<file path="src/rtl/counter_readout_pkg.sv">
// Shared types and constants for the counter readout transmitter.
// The trailing parity slot is enabled with READOUT_PARITY_EN.
package counter_readout_pkg;

   typedef enum logic [1:0] {
      IDLE   = 2'd0,
      SHIFT  = 2'd1,
      PARITY = 2'd2,
      STOP   = 2'd3
   } state_t;

   localparam logic FRAME_N_IDLE = 1'b1;
   localparam logic SCLK_IDLE    = 1'b0;
   localparam logic SDATA_IDLE   = 1'b0;

   // Bits needed to hold the values 0..max_val.
   function automatic int cnt_bits(input int max_val);
      return (max_val < 2) ? 1 : $clog2(max_val + 1);
   endfunction

endpackage

</file>
<file path="src/rtl/counter_readout_tx_timer.sv">
// Bit-slot timer: div_cnt runs 0..2*DIV-1 across one bit slot; the first
// DIV counts are the sclk-low phase and the last DIV counts the high phase.
module readout_bit_timer
   import counter_readout_pkg::*;
#(
   parameter int DIV = 2
) (
   input  logic clk,
   input  logic rst,
   input  logic clr,
   input  logic en,
   output logic phase,
   output logic bit_end,
   output logic half_end
);

   localparam int DW = cnt_bits(2 * DIV - 1);
   localparam logic [DW-1:0] LAST_CNT   = DW'(2 * DIV - 1);
   localparam logic [DW-1:0] HALF_LAST  = DW'(DIV - 1);
   localparam logic [DW-1:0] HIGH_START = DW'(DIV);

   logic [DW-1:0] div_cnt;
   logic [DW-1:0] div_cnt_nxt;

   always_comb begin
      div_cnt_nxt = div_cnt;
      if (clr)
         div_cnt_nxt = '0;
      else if (en)
         div_cnt_nxt = bit_end ? '0 : div_cnt + DW'(1);
   end

   always_ff @(posedge clk) begin
      if (rst)
         div_cnt <= '0;
      else
         div_cnt <= div_cnt_nxt;
   end

   assign bit_end  = (div_cnt == LAST_CNT);
   assign half_end = (div_cnt == HALF_LAST);
   // Level for the coming cycle, so the caller can register sclk directly.
   assign phase    = (div_cnt_nxt >= HIGH_START);

endmodule

</file>
<file path="src/rtl/counter_readout_tx.sv">
// Serial readout transmitter: snapshots count_in on start and shifts it out
// MSB-first on frame_n/sclk/sdata. READOUT_PARITY_EN adds an even-parity bit.
module counter_readout_tx
   import counter_readout_pkg::*;
#(
   parameter int WIDTH = 8,
   parameter int DIV   = 2
) (
   input  logic             clk,
   input  logic             rst,
   input  logic [WIDTH-1:0] count_in,
   input  logic             start,
   output logic             busy,
   output logic             done,
   output logic             frame_n,
   output logic             sclk,
   output logic             sdata
);

   localparam int BW = cnt_bits(WIDTH);
   localparam logic [BW-1:0] LAST_BIT = BW'(WIDTH - 1);

`ifdef READOUT_PARITY_EN
   localparam state_t AFTER_LAST = PARITY;
`else
   localparam state_t AFTER_LAST = STOP;
`endif

   state_t           state, state_nxt;
   logic [WIDTH-1:0] shreg, shreg_nxt;
   logic [BW-1:0]    bit_cnt, bit_cnt_nxt;
   logic             tmr_clr, tmr_en;
   logic             phase, bit_end, half_end;
   logic             done_nxt, sclk_nxt, sdata_nxt;

   readout_bit_timer #(.DIV(DIV)) u_timer (
      .clk      (clk),
      .rst      (rst),
      .clr      (tmr_clr),
      .en       (tmr_en),
      .phase    (phase),
      .bit_end  (bit_end),
      .half_end (half_end)
   );

`ifdef READOUT_PARITY_EN
   // Parity is taken from the snapshot at capture time, not from shreg.
   logic par_q;
   always_ff @(posedge clk) begin
      if (rst)
         par_q <= 1'b0;
      else if (state == IDLE && start)
         par_q <= ^count_in;
   end
`endif

   always_ff @(posedge clk) begin
      if (rst)
         state <= IDLE;
      else
         state <= state_nxt;
   end

   always_comb begin
      state_nxt   = state;
      shreg_nxt   = shreg;
      bit_cnt_nxt = bit_cnt;
      tmr_clr     = 1'b0;
      tmr_en      = 1'b0;
      done_nxt    = 1'b0;
      case (state)
         IDLE: begin
            tmr_clr = 1'b1;
            if (start) begin
               state_nxt   = SHIFT;
               shreg_nxt   = count_in;
               bit_cnt_nxt = '0;
            end
         end
         SHIFT: begin
            tmr_en = 1'b1;
            if (bit_end) begin
               if (bit_cnt == LAST_BIT) begin
                  state_nxt = AFTER_LAST;
               end else begin
                  shreg_nxt   = {shreg[WIDTH-2:0], 1'b0};
                  bit_cnt_nxt = bit_cnt + BW'(1);
               end
            end
         end
`ifdef READOUT_PARITY_EN
         PARITY: begin
            tmr_en = 1'b1;
            if (bit_end)
               state_nxt = STOP;
         end
`endif
         STOP: begin
            tmr_en = 1'b1;
            if (half_end) begin
               state_nxt = IDLE;
               tmr_clr   = 1'b1;
               done_nxt  = 1'b1;
            end
         end
         default: state_nxt = IDLE;
      endcase
   end

   // Line levels are derived from the next state so every pin is a flop.
   always_comb begin
      sclk_nxt  = SCLK_IDLE;
      sdata_nxt = SDATA_IDLE;
      case (state_nxt)
         SHIFT: begin
            sclk_nxt  = phase;
            sdata_nxt = shreg_nxt[WIDTH-1];
         end
`ifdef READOUT_PARITY_EN
         PARITY: begin
            sclk_nxt  = phase;
            sdata_nxt = par_q;
         end
`endif
         default: ;
      endcase
   end

   always_ff @(posedge clk) begin
      if (rst) begin
         shreg   <= '0;
         bit_cnt <= '0;
         busy    <= 1'b0;
         done    <= 1'b0;
         frame_n <= FRAME_N_IDLE;
         sclk    <= SCLK_IDLE;
         sdata   <= SDATA_IDLE;
      end else begin
         shreg   <= shreg_nxt;
         bit_cnt <= bit_cnt_nxt;
         busy    <= (state_nxt != IDLE);
         done    <= done_nxt;
         frame_n <= (state_nxt == IDLE) ? FRAME_N_IDLE : ~FRAME_N_IDLE;
         sclk    <= sclk_nxt;
         sdata   <= sdata_nxt;
      end
   end

endmodule

</file>
<file path="config.mk">
export PLATFORM = sky130hd
export DESIGN_NAME = counter_readout_tx
export DESIGN_NICKNAME = d
export VERILOG_FILES = /design/src/rtl/counter_readout_pkg.sv /design/src/rtl/counter_readout_tx_timer.sv /design/src/rtl/counter_readout_tx.sv
export SDC_FILE = /design/constraint.sdc
export NUM_CORES = 1
export LEC_CHECK = 0
export BUFFER_PORTS_ARGS = -buffer_cell sky130_fd_sc_hd__buf_4
export CAP_MARGIN = 25
export CORE_MARGIN = 2
export CORE_UTILIZATION = 40
export DETAILED_ROUTE_END_ITERATION = 10
export HOLD_SLACK_MARGIN = 0.08
export PLACE_DENSITY = 0.6
export SETUP_SLACK_MARGIN = 0.15
export SYNTH_ARGS = -nofsm -noshare
export SYNTH_HDL_FRONTEND = slang
export SYNTH_SLANG_ARGS = --single-unit
</file>
<file path="constraint.sdc">
create_clock -name clk -period 2.1 [get_ports clk]
set_input_delay 0.21 -clock clk [delete_from_list [all_inputs] [get_ports clk]]
set_output_delay 0.21 -clock clk [all_outputs]
set_load 0.01 [all_outputs]
</file>
# Word-level counts from Yosys, hierarchy flattened
# Cells that the tools add are included.
totals:
  register_bits: 21
  in_bits: 11
classes:
  addsub: 2
  magnitude_cmp: 1
  eq_ne: 9
  n_mux: 20
  n_bitwise: 2
  reduce_logical: 8
ops:
  columns: ["cell", "count"]
  rows:
  - ["2-to-1 mux 8 bit", 3]
  - ["one-hot mux 8 bit (2 select lines)", 1]
  - ["2-to-1 mux 2 bit", 7]
  - ["2-to-1 mux 4 bit", 3]
  - ["one-hot mux 4 bit (2 select lines)", 1]
  - ["== test 2 x 1 -> 1 bit, second input constant", 3]
  - ["one-hot mux 2 bit (3 select lines)", 1]
  - ["OR reduction 2 bit", 3]
  - ["adder 4 x 1 -> 4 bit, second input constant", 1]
  - ["== test 2 bit, second input constant", 2]
  - ["== test 4 x 3 -> 1 bit, second input constant", 1]
  - ["zero test 2 bit", 2]
  - ["!= test 2 bit, second input constant", 2]
  - ["AND reduction 4 bit", 1]
  - ["nonzero test 2 bit", 2]
  - ["2-to-1 mux 1 bit", 3]
  - ["adder 2 x 1 -> 2 bit, second input constant", 1]
  - [">= comparator 2 bit, second input constant", 1]
  - ["!= test 2 x 1 -> 1 bit, second input constant", 1]
  - ["NOT 1 bit", 2]
  - ["one-hot mux 1 bit (2 select lines)", 1]

# Longest topological paths before layout
depth:
  ltp_word: 7
  mapped_depth: 8
  mapped_depth_nobuf: 6

# Cells and area by module
# A second synthesis with hierarchy kept.
hier_totals:
  hier_cells: 131
  hier_area_um2: 1117.3
by_module_without_submodules:
  columns: ["module", "n_inst", "cells_per_inst", "area_per_inst_um2"]
  rows:
  - ["counter_readout_tx", 1, 119, 994.7]
  - ["readout_bit_timer", 1, 12, 122.6]

# Worst setup path after synthesis
# OpenSTA, ideal clock, no wires.
synth_path:
  path_kind: "reg2reg"
  startpoint: "register state[1]"
  endpoint: "register bit_cnt[2]"
  setup_time_ns: 0.070
  t_arrival_ns: 1.593
  t_required_ns: 2.030
  slack_ns: 0.437
  path_stages_with_launch: 9
  n_path_buf: 2
  cell_sequence: "dfxtp_1 > inv_1 > ha_1 > buf_6 > nand2b_1 > buf_2 > o21a_4 > or3_1 > a21oi_1"
synth_via:
  elab_chain_cells: 3
  elab_cells_between_ends: 8
  classes_between: "4 x eq/ne; 1 x mux; 3 x reduce/logical"
synth_rtl:
  columns: ["element", "line", "rtl"]
  rows:
  - ["start, declared", "counter_readout_tx.sv:29", "state_t state, state_nxt;"]
  - ["start signal, assigned", "counter_readout_tx.sv:61", "state <= state_nxt;"]
  - ["== test 2 x 1 -> 1 bit / zero test 2 bit (equally long branches)", "counter_readout_tx.sv:71", "case (state)"]
  - ["!= test 2 x 1 -> 1 bit (no source line) (tied with other cells)", null, null]
  - ["AND reduction 4 bit (no source line)", null, null]
  - ["end signal, assigned", "counter_readout_tx.sv:140", "bit_cnt <= bit_cnt_nxt;"]
  - ["end, declared", "counter_readout_tx.sv:31", "logic [BW-1:0] bit_cnt, bit_cnt_nxt;"]
# Several ways; a longest one is shown, not always the timed one.
# A chain may end at the register's enable or synchronous reset.

# Final worst setup path
layout_path:
  startpoint: "register state[0]"
  endpoint: "register frame_n"
layout_via:
  elab_chain_cells: 5
  elab_cells_between_ends: 10
  classes_between: "2 x eq/ne; 6 x mux; 2 x reduce/logical"
layout_rtl:
  columns: ["element", "line", "rtl"]
  rows:
  - ["2-to-1 mux 2 bit", "counter_readout_tx.sv:83", "if (bit_cnt == LAST_BIT) begin"]
  - ["2-to-1 mux 2 bit", "counter_readout_tx.sv:82", "if (bit_end) begin"]
  - ["one-hot mux 2 bit (3 select lines) *", "counter_readout_tx.sv:71", null]
  - ["zero test 2 bit *", "counter_readout_tx.sv:143", "frame_n <= (state_nxt == IDLE) ? FRAME_N_IDLE : ~FRAME_N_IDLE;"]
  - ["2-to-1 mux 1 bit *", "counter_readout_tx.sv:143", null]
  - ["end signal, assigned", "counter_readout_tx.sv:143", null]
  - ["end, declared", "counter_readout_tx.sv:15", "output logic frame_n,"]
# Mark *: on every way between the ends. The rest lies on a longest branch, timed or not.

==> summary.txt <==
Run status
  – Status: completed

Finish
  – FF/Latch Area: 422 µm²
  – Share of layout cells above drive strength 1: 20.0%
  – Final #Nets: 159
  – Fin area: 1240 µm²
  – Area of the multi-input gates: 592 µm²
  – Layout area overhead: 16.1%
  – Fill count: 243
  – Number of antenna diodes: 0

STA
  – Final number of hold-violating endpoints: 0
  – Max-slew headroom: 71.5%
  – Setup TNS: 0 ps
  – Fin. max-slew vios: 0
  – # setup viols final: 0
  – Tmin final: 1790 ps
  – Tcrit/Tclk final: 85.4%
  – Clk_skew: 14.7 ps
  – Actual slew at the worst max-slew pin: 424 ps
  – F_max: 0.558 GHz
  – RSZ-0062 raised after global routing: false

Power
  – PD cells: 672 nW/µm²
  – Peak VDD IR: 451 µV
  – Static Leak: 0.512 nW
  – Total power draw: 835 µW

Clock network
  – CTS Buf Count: 3
  – Sink Count: 21
  – CTS max path bufs: 2
  – Clock latency on the worst-skew pair: 310 ps
  – CTS tree: done
  – Clock root buffer: clkbuf_4
  – Worst-path clk slew: 130 ps
  – H-tree levels: 1

Global route
  – Vias in the first global route: 935
  – Largest net degree at the start of global routing: 19
  – Antenna violations before repair: 0
  – Global-route usage over all layers: 15.9%
  – First-pass GRT wire length: 4.02 mm
  – Total grt overflow: 0

Synthesis
  – Main combinational cell family by area after synthesis: compound AO/OA/AOI/OAI gates
  – Adder-Cell Fraction of Synth Area: 8.19%
  – Synth cell count leaders: dfxtp_1 (21), o21ai_0 (13), a21oi_1 (12)
  – Synth Area in Compound Gates: 26.5%
  – Simple-gate share of the synthesized area: 16.4%
  – Synth Area in XOR/XNOR: 0.819%
  – Synthesized area: 1070 µm²
  – Synth Register Bits: 21
  – Syn Nets: 142
  – Post-synth top flop: dfxtp_1
  – Mux cell area share after synthesis: 2.92%
  – Yosys warnings: 0
  – Top cells by area, synth: dfxtp_1 (39%), ha_1 (8.2%), o21ai_0 (6.1%)
  – Mapped Cells: 124
  – Post-synth EDFFs: 0
  – Area fraction of the dominant cell type after synthesis: 39.3%
  – Sequential area share after synthesis: 39.3%
  – Post-synth top area cell: dfxtp_1
  – Post-synth cell types: 34
  – Syn avg cell area: 8.63 µm²
  – Count leader, synth: dfxtp_1
  – FFs w/ async S/R, synth: 0%

Place
  – HPWL Detailed: 1.71 mm
  – Gpl congestion: 0.755
  – Post-place instance area: 1210 µm²
  – IO buf count: 15

Route
  – Final ANT Viol Nets: 0
  – Drt first pass iters: 4
  – Drt total wl: 2.27 mm
  – Residual DRC: 0
  – Vias: 924
  – Initial DRC count: 26
  – Vias per inst: 5.44
  – Drt wl/cell: 13.3 µm

Critical path
  – Critical path class: reg -> reg
  – Max FO, Critical Path: 7
  – Worst EP arrival: 2010 ps
  – Critical Path End Type: flip-flop
  – Startpoint types: flip-flop
  – Worst Path Required: 2320 ps

Floorplanning
  – Die X: 55.7 µm
  – Die area: 3100 µm²
  – Die height: 55.7 µm
  – Starting Density: 42.8%
  – Core area: 2500 µm²
  – # IOs: 16
  – Num rows: 18

Worst hold path
  – Worst Hold Class: in -> reg

Flow run
  – MaxCap Viol Count: 0
==> layout by cell type, fill, tap and decap left out, types with 2 or more instances in the layout <==
cell type / instances
dfxtp_1: 20
buf_4: 19
o21ai_0: 13
a21oi_1: 12
nor2_1: 8
nand2_1: 7
ha_1: 7
o31ai_1: 6
a211oi_1: 6
inv_1: 5
nor3_1: 4
nand3_1: 3
or3_1: 3
clkbuf_4: 3
mux2i_1: 2
nand2b_1: 2
==> routing by layer <==
| layer | wire, µm | vias up | GRT usage [%] |
|---|---|---|---|
| met4 | 15 | 0 | 4.88 |
| met3 | 80 | 2 | 4.19 |
| met1 | 1060 | 422 | 19.2 |
| met5 | 0 | - | 0 |
| met2 | 1110 | 21 | 27.4 |
| li1 | - | 479 | - |
==> final timing paths <==
kind	startpoint	endpoint	slack [ps]	depth (start not counted)
setup reg to reg	state[0]$_SDFF_PP0_	frame_n$_SDFF_PP1_	310	6
hold / removal	rst	state[1]$_SDFF_PP0_	200	2
setup / recovery	state[0]$_SDFF_PP0_	frame_n$_SDFF_PP1_	310	6
hold reg to reg	bit_cnt[3]$_SDFFE_PP0P_	bit_cnt[3]$_SDFFE_PP0P_	500	2
==> logic make-up after synthesis <==
logic type,count (synthesis)
AO/OA/AOI/OAI,45
XOR/XNOR,1
adder cells (fa/ha/maj),7
buffers and inverters,12
flip-flops,21
multiplexers,3
AND/OR/NAND/NOR,35
==> where the power goes <==
group / total [mW] / switching (mW) / internal (mW)
logic: 0.188 / 0.0995 / 0.0887
clock network: 0.199 / 0.126 / 0.0727
registers: 0.447 / 0.0190 / 0.428
==> critical path, stage by stage (launching register included) <==
cell,delay [ps]
dfxtp_2,370
inv_1,110
ha_1,300
nor2b_2,270
o21ai_0,160
and3_1,230
a211o_1,260
==> state kept, by name (all words and copies together), names as in the netlist <==
| signal | cells |
|---|---|
| shreg | 8 |
| bit_cnt | 4 |
| state | 2 |
| u_timer.div_cnt | 2 |
| busy | 1 |
| done | 1 |
| frame_n | 1 |
| sclk | 1 |
| sdata | 1 |
==> stage by stage <==
step	worst slack [ps]	hold WS [ps]	instances	util, %
floorplan	437	381	124	-
global placement	257	476	166	48.2
detailed placement	246	476	166	48.2
CTS	223	184	170	49.4
global route	165	194	170	49.7
finish	307	204	170	49.7
==> timing repair <==
item	4_1_cts	5_1_grt
buffers inserted	0	0
setup endpoints to repair	0	8
hold buffers	0	0
resized for setup	0	3
==> cell type report <==
cell class                      instances  area share (%)
Clock buffer                            3            1.81
Clock inverter                          1           0.604
Inverter                                5            1.51
Multi-Input combinational cell         91            47.6
Sequential cell                        21            33.9
Tap cell                               30            3.02
Timing Repair Buffer                   19            11.5
Power figures use the tool's default switching activity.
